$ cat src/rtl/multi_phase_driver.sv
// multi_phase_driver: N-channel phase-shifted complementary PWM generator with
// per-channel deadtime and shadowed, wrap-aligned reconfiguration.
module multi_phase_driver #(
  parameter int unsigned N_CH     = 2,
  parameter int unsigned CNT_BITS = 24,
  parameter int unsigned DT_BITS  = 8
) (
  input  logic                     clk,
  input  logic                     rst,
  input  logic                     en,
  input  logic                     fault,
  input  logic                     cfg_valid,
  output logic                     cfg_ready,
  input  logic [CNT_BITS-1:0]      cfg_period,
  input  logic [N_CH*CNT_BITS-1:0] cfg_on,
  input  logic [N_CH*CNT_BITS-1:0] cfg_shift,
  input  logic [DT_BITS-1:0]       cfg_dt,
  output logic [N_CH-1:0]          hi,
  output logic [N_CH-1:0]          lo,
  output logic                     sync,
  output logic                     running,
  output logic                     fault_latched
);
  localparam int unsigned VEC_W = N_CH * CNT_BITS;
  localparam int unsigned LOC_W = CNT_BITS + 1;

  typedef enum logic [1:0] {ST_OFF, ST_LO, ST_DEAD, ST_HI} ch_state_e;

  logic                pending_q, pending_d;
  logic                cfg_ready_q, cfg_ready_d;
  logic [CNT_BITS-1:0] shd_period_q, shd_period_d, act_period_q, act_period_d;
  logic [VEC_W-1:0]    shd_on_q, shd_on_d, act_on_q, act_on_d;
  logic [VEC_W-1:0]    shd_shift_q, shd_shift_d, act_shift_q, act_shift_d;
  logic [DT_BITS-1:0]  shd_dt_q, shd_dt_d, act_dt_q, act_dt_d;
  logic                fault_latched_q, fault_latched_d;
  logic                running_q, running_d;
  logic                sync_q, sync_d;
  logic [CNT_BITS-1:0] cnt_q, cnt_d;

  logic                cfg_accept, cfg_copy, run_ok, wrap, fsm_go, dt_zero;
  logic [CNT_BITS-1:0] period_m1;
  logic [DT_BITS-1:0]  dt_m1;

  assign period_m1  = act_period_q - CNT_BITS'(1);
  assign dt_m1      = act_dt_q - DT_BITS'(1);
  assign dt_zero    = (act_dt_q == '0);
  assign run_ok     = en && !fault_latched_q && (act_period_q >= CNT_BITS'(2));
  assign wrap       = running_q && (cnt_q >= period_m1);
  assign fsm_go     = run_ok && running_q;
  assign cfg_accept = cfg_valid && !pending_q;
  // Shadow lands in the active set at a wrap, or immediately when idle.
  assign cfg_copy   = pending_q && (!running_q || wrap);

  always_comb begin
    shd_period_d = shd_period_q;
    shd_on_d     = shd_on_q;
    shd_shift_d  = shd_shift_q;
    shd_dt_d     = shd_dt_q;
    act_period_d = act_period_q;
    act_on_d     = act_on_q;
    act_shift_d  = act_shift_q;
    act_dt_d     = act_dt_q;
    pending_d    = pending_q;
    if (cfg_accept) begin
      shd_period_d = cfg_period;
      shd_on_d     = cfg_on;
      shd_shift_d  = cfg_shift;
      shd_dt_d     = cfg_dt;
      pending_d    = 1'b1;
    end
    if (cfg_copy) begin
      act_period_d = shd_period_q;
      act_on_d     = shd_on_q;
      act_shift_d  = shd_shift_q;
      act_dt_d     = shd_dt_q;
      pending_d    = 1'b0;
    end
    cfg_ready_d = !pending_d;
  end

  always_comb begin
    fault_latched_d = en ? (fault_latched_q || fault) : 1'b0;
    running_d       = run_ok;
    cnt_d           = '0;
    if (fsm_go && !wrap) begin
      cnt_d = cnt_q + CNT_BITS'(1);
    end
    sync_d = run_ok && (cnt_d == '0);
  end

  always_ff @(posedge clk) begin
    if (rst) begin
      pending_q       <= 1'b0;
      cfg_ready_q     <= 1'b1;
      shd_period_q    <= '0;
      shd_on_q        <= '0;
      shd_shift_q     <= '0;
      shd_dt_q        <= '0;
      act_period_q    <= '0;
      act_on_q        <= '0;
      act_shift_q     <= '0;
      act_dt_q        <= '0;
      fault_latched_q <= 1'b0;
      running_q       <= 1'b0;
      sync_q          <= 1'b0;
      cnt_q           <= '0;
    end else begin
      pending_q       <= pending_d;
      cfg_ready_q     <= cfg_ready_d;
      shd_period_q    <= shd_period_d;
      shd_on_q        <= shd_on_d;
      shd_shift_q     <= shd_shift_d;
      shd_dt_q        <= shd_dt_d;
      act_period_q    <= act_period_d;
      act_on_q        <= act_on_d;
      act_shift_q     <= act_shift_d;
      act_dt_q        <= act_dt_d;
      fault_latched_q <= fault_latched_d;
      running_q       <= running_d;
      sync_q          <= sync_d;
      cnt_q           <= cnt_d;
    end
  end

  assign cfg_ready     = cfg_ready_q;
  assign sync          = sync_q;
  assign running       = running_q;
  assign fault_latched = fault_latched_q;

  for (genvar k = 0; k < N_CH; k++) begin : g_ch
    ch_state_e           state_q, state_d;
    ch_state_e           target;
    logic [DT_BITS-1:0]  tmr_q, tmr_d;
    logic                hi_q, lo_q, hi_d, lo_d;
    logic [CNT_BITS-1:0] on_k, shift_k, shift_eff;
    logic [LOC_W-1:0]    local_pos;
    logic                demand;

    assign on_k    = act_on_q[k*CNT_BITS +: CNT_BITS];
    assign shift_k = act_shift_q[k*CNT_BITS +: CNT_BITS];

    // Channel-local position within the period, delayed by the clamped shift.
    always_comb begin
      shift_eff = (shift_k > period_m1) ? period_m1 : shift_k;
      if (cnt_q >= shift_eff) begin
        local_pos = LOC_W'(cnt_q) - LOC_W'(shift_eff);
      end else begin
        local_pos = LOC_W'(cnt_q) + LOC_W'(act_period_q) - LOC_W'(shift_eff);
      end
      demand = (local_pos < LOC_W'(on_k));
      target = demand ? ST_HI : ST_LO;
    end

    always_ff @(posedge clk) begin
      if (rst) begin
        state_q <= ST_OFF;
        tmr_q   <= '0;
        hi_q    <= 1'b0;
        lo_q    <= 1'b0;
      end else begin
        state_q <= state_d;
        tmr_q   <= tmr_d;
        hi_q    <= hi_d;
        lo_q    <= lo_d;
      end
    end

    always_comb begin
      state_d = state_q;
      tmr_d   = tmr_q;
      if (!fsm_go) begin
        state_d = ST_OFF;
        tmr_d   = '0;
      end else begin
        case (state_q)
          ST_OFF: begin
            if (dt_zero) begin
              state_d = target;
            end else begin
              state_d = ST_DEAD;
              tmr_d   = dt_m1;
            end
          end
          ST_LO: begin
            if (demand) begin
              if (dt_zero) begin
                state_d = ST_HI;
              end else begin
                state_d = ST_DEAD;
                tmr_d   = dt_m1;
              end
            end
          end
          ST_HI: begin
            if (!demand) begin
              if (dt_zero) begin
                state_d = ST_LO;
              end else begin
                state_d = ST_DEAD;
                tmr_d   = dt_m1;
              end
            end
          end
          ST_DEAD: begin
            // Timer runs out regardless of demand toggles; exit follows current demand.
            if (tmr_q == '0) begin
              state_d = target;
            end else begin
              tmr_d = tmr_q - DT_BITS'(1);
            end
          end
          default: state_d = ST_OFF;
        endcase
      end
    end

    always_comb begin
      hi_d = (state_d == ST_HI);
      lo_d = (state_d == ST_LO);
    end

    assign hi[k] = hi_q;
    assign lo[k] = lo_q;
  end

endmodule
$ cat config.mk
export PLATFORM = sky130hd
export DESIGN_NAME = multi_phase_driver
export DESIGN_NICKNAME = d
export VERILOG_FILES = /design/src/rtl/multi_phase_driver.sv
export SDC_FILE = /design/constraint.sdc
export NUM_CORES = 1
export LEC_CHECK = 0
export ABC_AREA = 1
export ABC_CLOCK_PERIOD_IN_PS = 8830
export BUFFER_PORTS_ARGS = -buffer_cell sky130_fd_sc_hd__buf_2
export CORE_MARGIN = 2
export CORE_UTILIZATION = 62
export CTS_CLUSTER_DIAMETER = 120
export DETAILED_ROUTE_END_ITERATION = 8
export PLACE_DENSITY = 0.91
export SYNTH_ARGS = -nofsm -noshare
export SYNTH_HDL_FRONTEND = slang
export SYNTH_SLANG_ARGS = --single-unit
$ cat constraint.sdc
create_clock -name clk -period 8.83 [get_ports clk]
set_input_delay 0.883 -clock clk [delete_from_list [all_inputs] [get_ports clk]]
set_output_delay 0.883 -clock clk [all_outputs]
set_load 0.005 [all_outputs]
## Yosys cells after proc, flatten, opt, wreduce, memory -nomap -nowiden

Index checks and enable logic that the tools add are counted.

- Register bits: 309
- Output and inout bits: 8

- $add $sub $neg: 10
- $lt $le $gt $ge: 8
- Equal/unequal tests: 16
- Muxes and demuxes: 33
- Bitwise operators: 2
- Reduce and logical (&&, ||, !) cells: 25

Operators with widths:

| operator | count |
|---|---|
| >= comparator 24 bit | 3 |
| 2-to-1 mux 24 bit | 3 |
| 2-to-1 mux 8 bit | 8 |
| one-hot mux 8 bit (4 select lines) | 2 |
| < comparator 25 x 24 -> 1 bit | 2 |
| 2-to-1 mux 25 bit | 2 |
| subtractor 24 x 24 -> 25 bit | 2 |
| subtractor 25 x 24 -> 25 bit | 2 |
| > comparator 24 bit | 2 |
| 2-to-1 mux 2 bit | 13 |
| adder 24 x 24 -> 25 bit | 1 |
| adder 24 x 1 -> 24 bit, second input constant | 1 |
| >= comparator 24 x 2 -> 1 bit, second input constant | 1 |
| zero test 24 bit | 1 |
| zero test 8 bit | 3 |
| subtractor 24 x 1 -> 24 bit, second input constant | 1 |
| subtractor 8 x 1 -> 8 bit, second input constant | 3 |
| one-hot mux 2 bit (4 select lines) | 2 |
| equality test 2 bit, second input constant | 6 |
| != test 2 bit, second input constant | 6 |
| equality test 2 x 1 -> 1 bit, second input constant | 4 |
| logical AND 1 bit | 8 |
| AND reduction 3 bit | 2 |
| zero test 1 bit | 5 |
| 5 further kinds | 11 |

## Longest topological paths before layout

- Depth in word-level cells: 11
- Gate-level depth with buffers: 53
- Mapped depth without buffers: 51

## Worst setup path after synthesis

Ideal clock, no wire load.

- Kind: register to register
- From: register act_period_q[0]
- To: register g_ch[1].tmr_q[1]
- Data arrival time: 6.496 ns
- Data required time: 8.717 ns
- Path slack: 2.220 ns
- Stages on the path, launching flop included: 44
- Path through: dfxtp_1 -> inv_1 -> ha_1 -> nand2_2 -> nor4_1 -> nand4_1 -> xor2_1 -> ha_1 -> nand4_1 -> nor2_1 -> nand3_1 -> nor2_2 -> nand3_1 -> nand3_4 -> nand2_4 -> buf_6 -> inv_1 -> buf_1 -> [8 not listed] -> a21boi_0 -> o21ai_1 -> a21oi_1 -> o21ai_1 -> xor2_1 -> o21ai_1 -> inv_1 -> ha_1 -> nand2_1 -> nor2_1 -> a211oi_1 -> o211ai_4 -> nor2_4 -> nand2_2 -> nand2_4 -> nand3_4 -> nor2_1 -> nor2_1

- Longest elaborated chain between the ends: 8
- Elaborated cells between the ends (all ways): 17

Ends and longest elaborated chain:

| what | line | RTL |
|---|---|---|
| from (decl) | 31 | `logic [CNT_BITS-1:0] shd_period_q, shd_period_d, act_period_q, act_period_d;` |
| from (signal assigned) | 114 | `act_period_q <= act_period_d;` |
| subtractor 24 x 1 -> 24 bit | 44 | `assign period_m1 = act_period_q - CNT_BITS'(1);` |
| > comparator 24 bit | 144 | `shift_eff = (shift_k > period_m1) ? period_m1 : shift_k;` |
| 2-to-1 mux 24 bit | 144 |  |
| subtractor 25 x 24 -> 25 bit, or another cell as far along | 148 | `local_pos = LOC_W'(cnt_q) + LOC_W'(act_period_q) - LOC_W'(shift_eff);` |
| 2-to-1 mux 25 bit | 145 | `if (cnt_q >= shift_eff) begin` |
| < comparator 25 x 24 -> 1 bit | 150 | `demand = (local_pos < LOC_W'(on_k));` |
| != test 2 bit (no source line) | -- |  |
| AND reduction 3 bit (no source line) | -- |  |
| to (signal assigned) | 162 | `tmr_q <= tmr_d;` |
| to (decl) | 133 | `logic [DT_BITS-1:0] tmr_q, tmr_d;` |

Several ways; a longest one is shown, not always the timed one.
A chain may end at the register's enable or synchronous reset.

## Worst setup path after layout

- From: register act_period_q[0]
- To: register g_ch[0].tmr_q[3]

- Longest elaborated chain between the ends: 8
- Elaborated cells between the ends (all ways): 17

Ends and longest elaborated chain:

| what | line |
|---|---|
| subtractor 24 x 1 -> 24 bit | 44 |
| > comparator 24 bit | 144 |
| 2-to-1 mux 24 bit | 144 |
| subtractor 25 x 24 -> 25 bit, or another cell as far along | 148 |
| 2-to-1 mux 25 bit | 145 |
| < comparator 25 x 24 -> 1 bit | 150 |
| != test 2 bit (no source line) | -- |
| AND reduction 3 bit (no source line) | -- |
| to (signal assigned) | 162 |
| to (decl) | 133 |

Several ways; a longest one is shown, not always the timed one.

==> results.md <==
* Die Span X at roughly 190 um
* Crit. Startpoint: act_period_q[0]
* Num CTS Buffers at 35
* Rows at 68
* Layout net count at 3663
* Worst rel slew slack at between 20 and 30%
* P_sw at 0.00323 W
* Worst path max stage delay at about 0.37 ns
* Setup CP Type: reg2reg
* Hold_sp: act_on_q[34]
* Dpl hpwl at approximately 60000 um
* Prevailing post-synth register cell: dfxtp_1
* Final Hold Viols at 0
* Largest area contributor in the netlist: dfxtp_1
* Worst vdd ir at between 0.2 and 0.25 mV
* WL/cell at 20.1 um
* Via count at 22661
* F_max at between 100 and 150 MHz
* # fillers at 2912
* Initial antenna violation count at 2
* Number of global-route vias before repair at 21209
* Combinational share of power at 56.0%
* Most used cell, CP: nand2_1
* Largest net degree at the start of global routing at 143
* Root buf cell: clkbuf_16
* Crit-path max FO at 19
* CP Data Required Time at 9.27 ns
* Final Cell Area at 24100 sq um
* Share of post-route cells with drive strength above 1 at 10.4%
* Setup crit end kind: flop
* Most common cell in the netlist: nor2_1
* IO Pins at 141
* IO Port Bufs at 140
* Fin. max-slew vios at 0
* Top cells by count, synth: 588 x nor2_1, 472 x nand2_1, 402 x o21ai_0
* Yosys reg bits at 309
* Yosys warnings at 0
* First-pass GRT wire length at 115000 um
* DRT Wirelength at 75800 um
* Yosys top cell area share at between 20 and 30%
* Ranking of synthesized cells by area: dfxtp_1 28%, ha_1 13%, nor2_1 10%
* Layout area overhead at 11.0%
* CP startpoint kind: flop
* R2R Path Start: act_period_q[0]
* Clock power share at 21.2%
* Post-synth EDFFs at 0
* Setup Viol. Count Final at 0
* CTS tree: yes
* GP Congestion at 1.05
* All-layer global routing usage at just over 40%
* Clock Skews at between 0.015 and 0.02 ns
* Total negative slack at 0 ns
* Multiplexer area fraction after synthesis at less than 1%
* Sw frac at 46.4%
* Status: completed
* Pwr dens at 289 nW/um^2
* Die area at around 37000 sq um
* DR vias/cell at 5.99
* Syn avg cell area at 6.81 sq um
* Synthesized cell area at around 22000 sq um
* Critical Path AT at around 8.7 ns
* Register area share after synthesis at 28.5%
* TritonCTS Sinks at 309
* Worst slew pin tran at 1.08 ns
* Initial Util at between 60% and 70%
* Final Util at around 70%
* Clock latency at the later pin of the worst-skew pair at ~0.55 ns
* Pleak at 11.7 nW
* Post-synthesis cell count at 3189
* Clock transition at the registers of the reported paths at 0.06 ns
* Routed Antenna Nets at 0
* Post-Synth XOR/XNOR Area at 4.48%
* Max Cap Violations at 0
* Post-DP Area at 22800 sq um
* Main combinational cell family by area after synthesis: simple AND/OR/NAND/NOR gates
* Die height at 191 um
* Total gr overflow at 0
* Pre-Repair DR Iteration Count at 7
* Synth Area in Compound Gates at 18.5%
* Core footprint at 34500 sq um
* Tcrit/Tclk final at 92.9%
* Detailed Route Iter0 Violations at 2164
* Worst Hold Class: reg2reg
* Slowest-stage cell, CP: ha_1
* Period minus WS final at 8.20 ns
* Simple-gate portion of the synthesized area at between 20% and 30%
* Internal power at 0.00373 W
* H-tree levels at 2
* Reg power frac at 22.8%
* Distinct cells, synth at 58
* Worst-case clock buffer depth at 3
* Syn nets at 3555
* Remaining DRCs at 0
* Post-Synth Adder-Cell Area at 13.6%
* Async SR Flop Fraction at 0%
metrics by stage:
step	power, W	instances	hold WS [ns]	setup slack, ns
detailed placement	0.00532	3708	0.455	0.136
finish	0.00697	3780	0.460	0.625
global placement	0.00523	3708	0.447	0.386
global route	0.00744	3776	0.484	-0.0233
floorplan	0.00423	3189	0.435	2.22
CTS	0.00681	3769	0.463	0.0315
critical path, delay by kind of cell, from the launching register on:
kind,cells,cell delay (ns)
AND/OR/NAND/NOR,24,3.22
AO/OA/AOI/OAI,10,2.09
buffers and inverters,8,1.07
adder cells (fa/ha/maj),3,0.98
XOR/XNOR,1,0.36
flip-flops,1,0.35
timing repair:
item	CTS	global route
setup endpoints to repair	0	24
hold buffers	0	0
resized for setup	0	20
setup buffers	0	5
path summary, 6_finish.rpt:
check,depth (start not counted),slack [ns],end
setup / recovery,46,0.63,g_ch[0].tmr_q[3]
hold / removal,2,0.46,act_on_q[34]
setup reg to reg,46,0.63,g_ch[0].tmr_q[3]
hold reg to reg,2,0.46,act_on_q[34]
cell usage in the layout, fill, tap and decap left out, types with 5 or more instances in the layout:
| cell type | count |
|---|---|
| nand2_2 | 22 |
| nand3_4 | 5 |
| a211oi_1 | 15 |
| clkinv_2 | 7 |
| nor4_1 | 12 |
| nand3b_1 | 5 |
| nand3_2 | 15 |
| or2_2 | 11 |
| o211ai_1 | 6 |
| nor2_2 | 12 |
| a31oi_1 | 9 |
| nor3_1 | 21 |
| o22ai_1 | 5 |
| inv_1 | 296 |
| dfxtp_1 | 309 |
| xor2_1 | 71 |
| nand3_1 | 121 |
| clkbuf_16 | 36 |
| clkinvlp_4 | 5 |
| o21ai_1 | 14 |
| a21o_1 | 12 |
| buf_2 | 140 |
| a21oi_1 | 240 |
| nor2_4 | 6 |
| clkbuf_1 | 7 |
| xnor2_1 | 39 |
| nand2_4 | 10 |
| fa_1 | 5 |
| o21bai_1 | 9 |
| o21ai_0 | 393 |
| nor2_1 | 588 |
| o21a_1 | 16 |
| nand2_1 | 470 |
| ha_1 | 228 |
| buf_4 | 38 |
| nand4_1 | 47 |
| inv_2 | 7 |
| mux2i_1 | 7 |
power groups by stage:
stage | clock network (W) | logic (W) | registers [W]
3_5_place_dp | 0 | 0.00370 | 0.00162
6_report | 0.00147 | 0.00390 | 0.00159
2_1_floorplan | 0 | 0.00265 | 0.00158
4_1_cts | 0.00149 | 0.00374 | 0.00159
5_1_grt | 0.00154 | 0.00430 | 0.00160
3_3_place_gp | 0 | 0.00362 | 0.00161
cell families after synthesis:
group	Yosys count
and+or+nand+nor	1359
DFF	309
xor gates and xnor gates	111
muxes	10
AOI/OAI and AO/OA	749
buffers and inverters	418
adders and majority gates	233
per-layer routing:
| metal | share of wire (%) | track usage (%) |
|---|---|---|
| met1 | 40 | 51.1 |
| met2 | 45 | 66.6 |
| met3 | 9.4 | 8.68 |
| met4 | 5.5 | 20.1 |
| met5 | 0 | 0 |
state kept, by name (all words and copies together) (netlist names):
register / count
act_dt_q: 8
sync: 1
g_ch.tmr_q: 16
act_period_q: 24
running: 1
act_shift_q: 48
pending_q: 1
act_on_q: 48
shd_dt_q: 8
shd_shift_q: 48
fault_latched: 1
shd_period_q: 24
g_ch.lo_q: 2
cfg_ready: 1
g_ch.hi_q: 2
shd_on_q: 48
g_ch.state_q: 4
cnt_q: 24
layout make-up:
cell class / count / area, sq um / share of cell area (%)
inverters: 308 / 1170 / 4.87
well taps: 455 / 569 / 2.36
repair inverters: 2 / 12.5 / 0.0519
multi-input cells: 2462 / 14000 / 58.1
clock inverters: 15 / 180 / 0.748
diodes: 4 / 10.0 / 0.0415
flip-flops and latches: 309 / 6190 / 25.7
clock buffers: 46 / 968 / 4.02
repair buffers: 179 / 1010 / 4.18
Note: power is estimated with default switching activity, not from simulation.
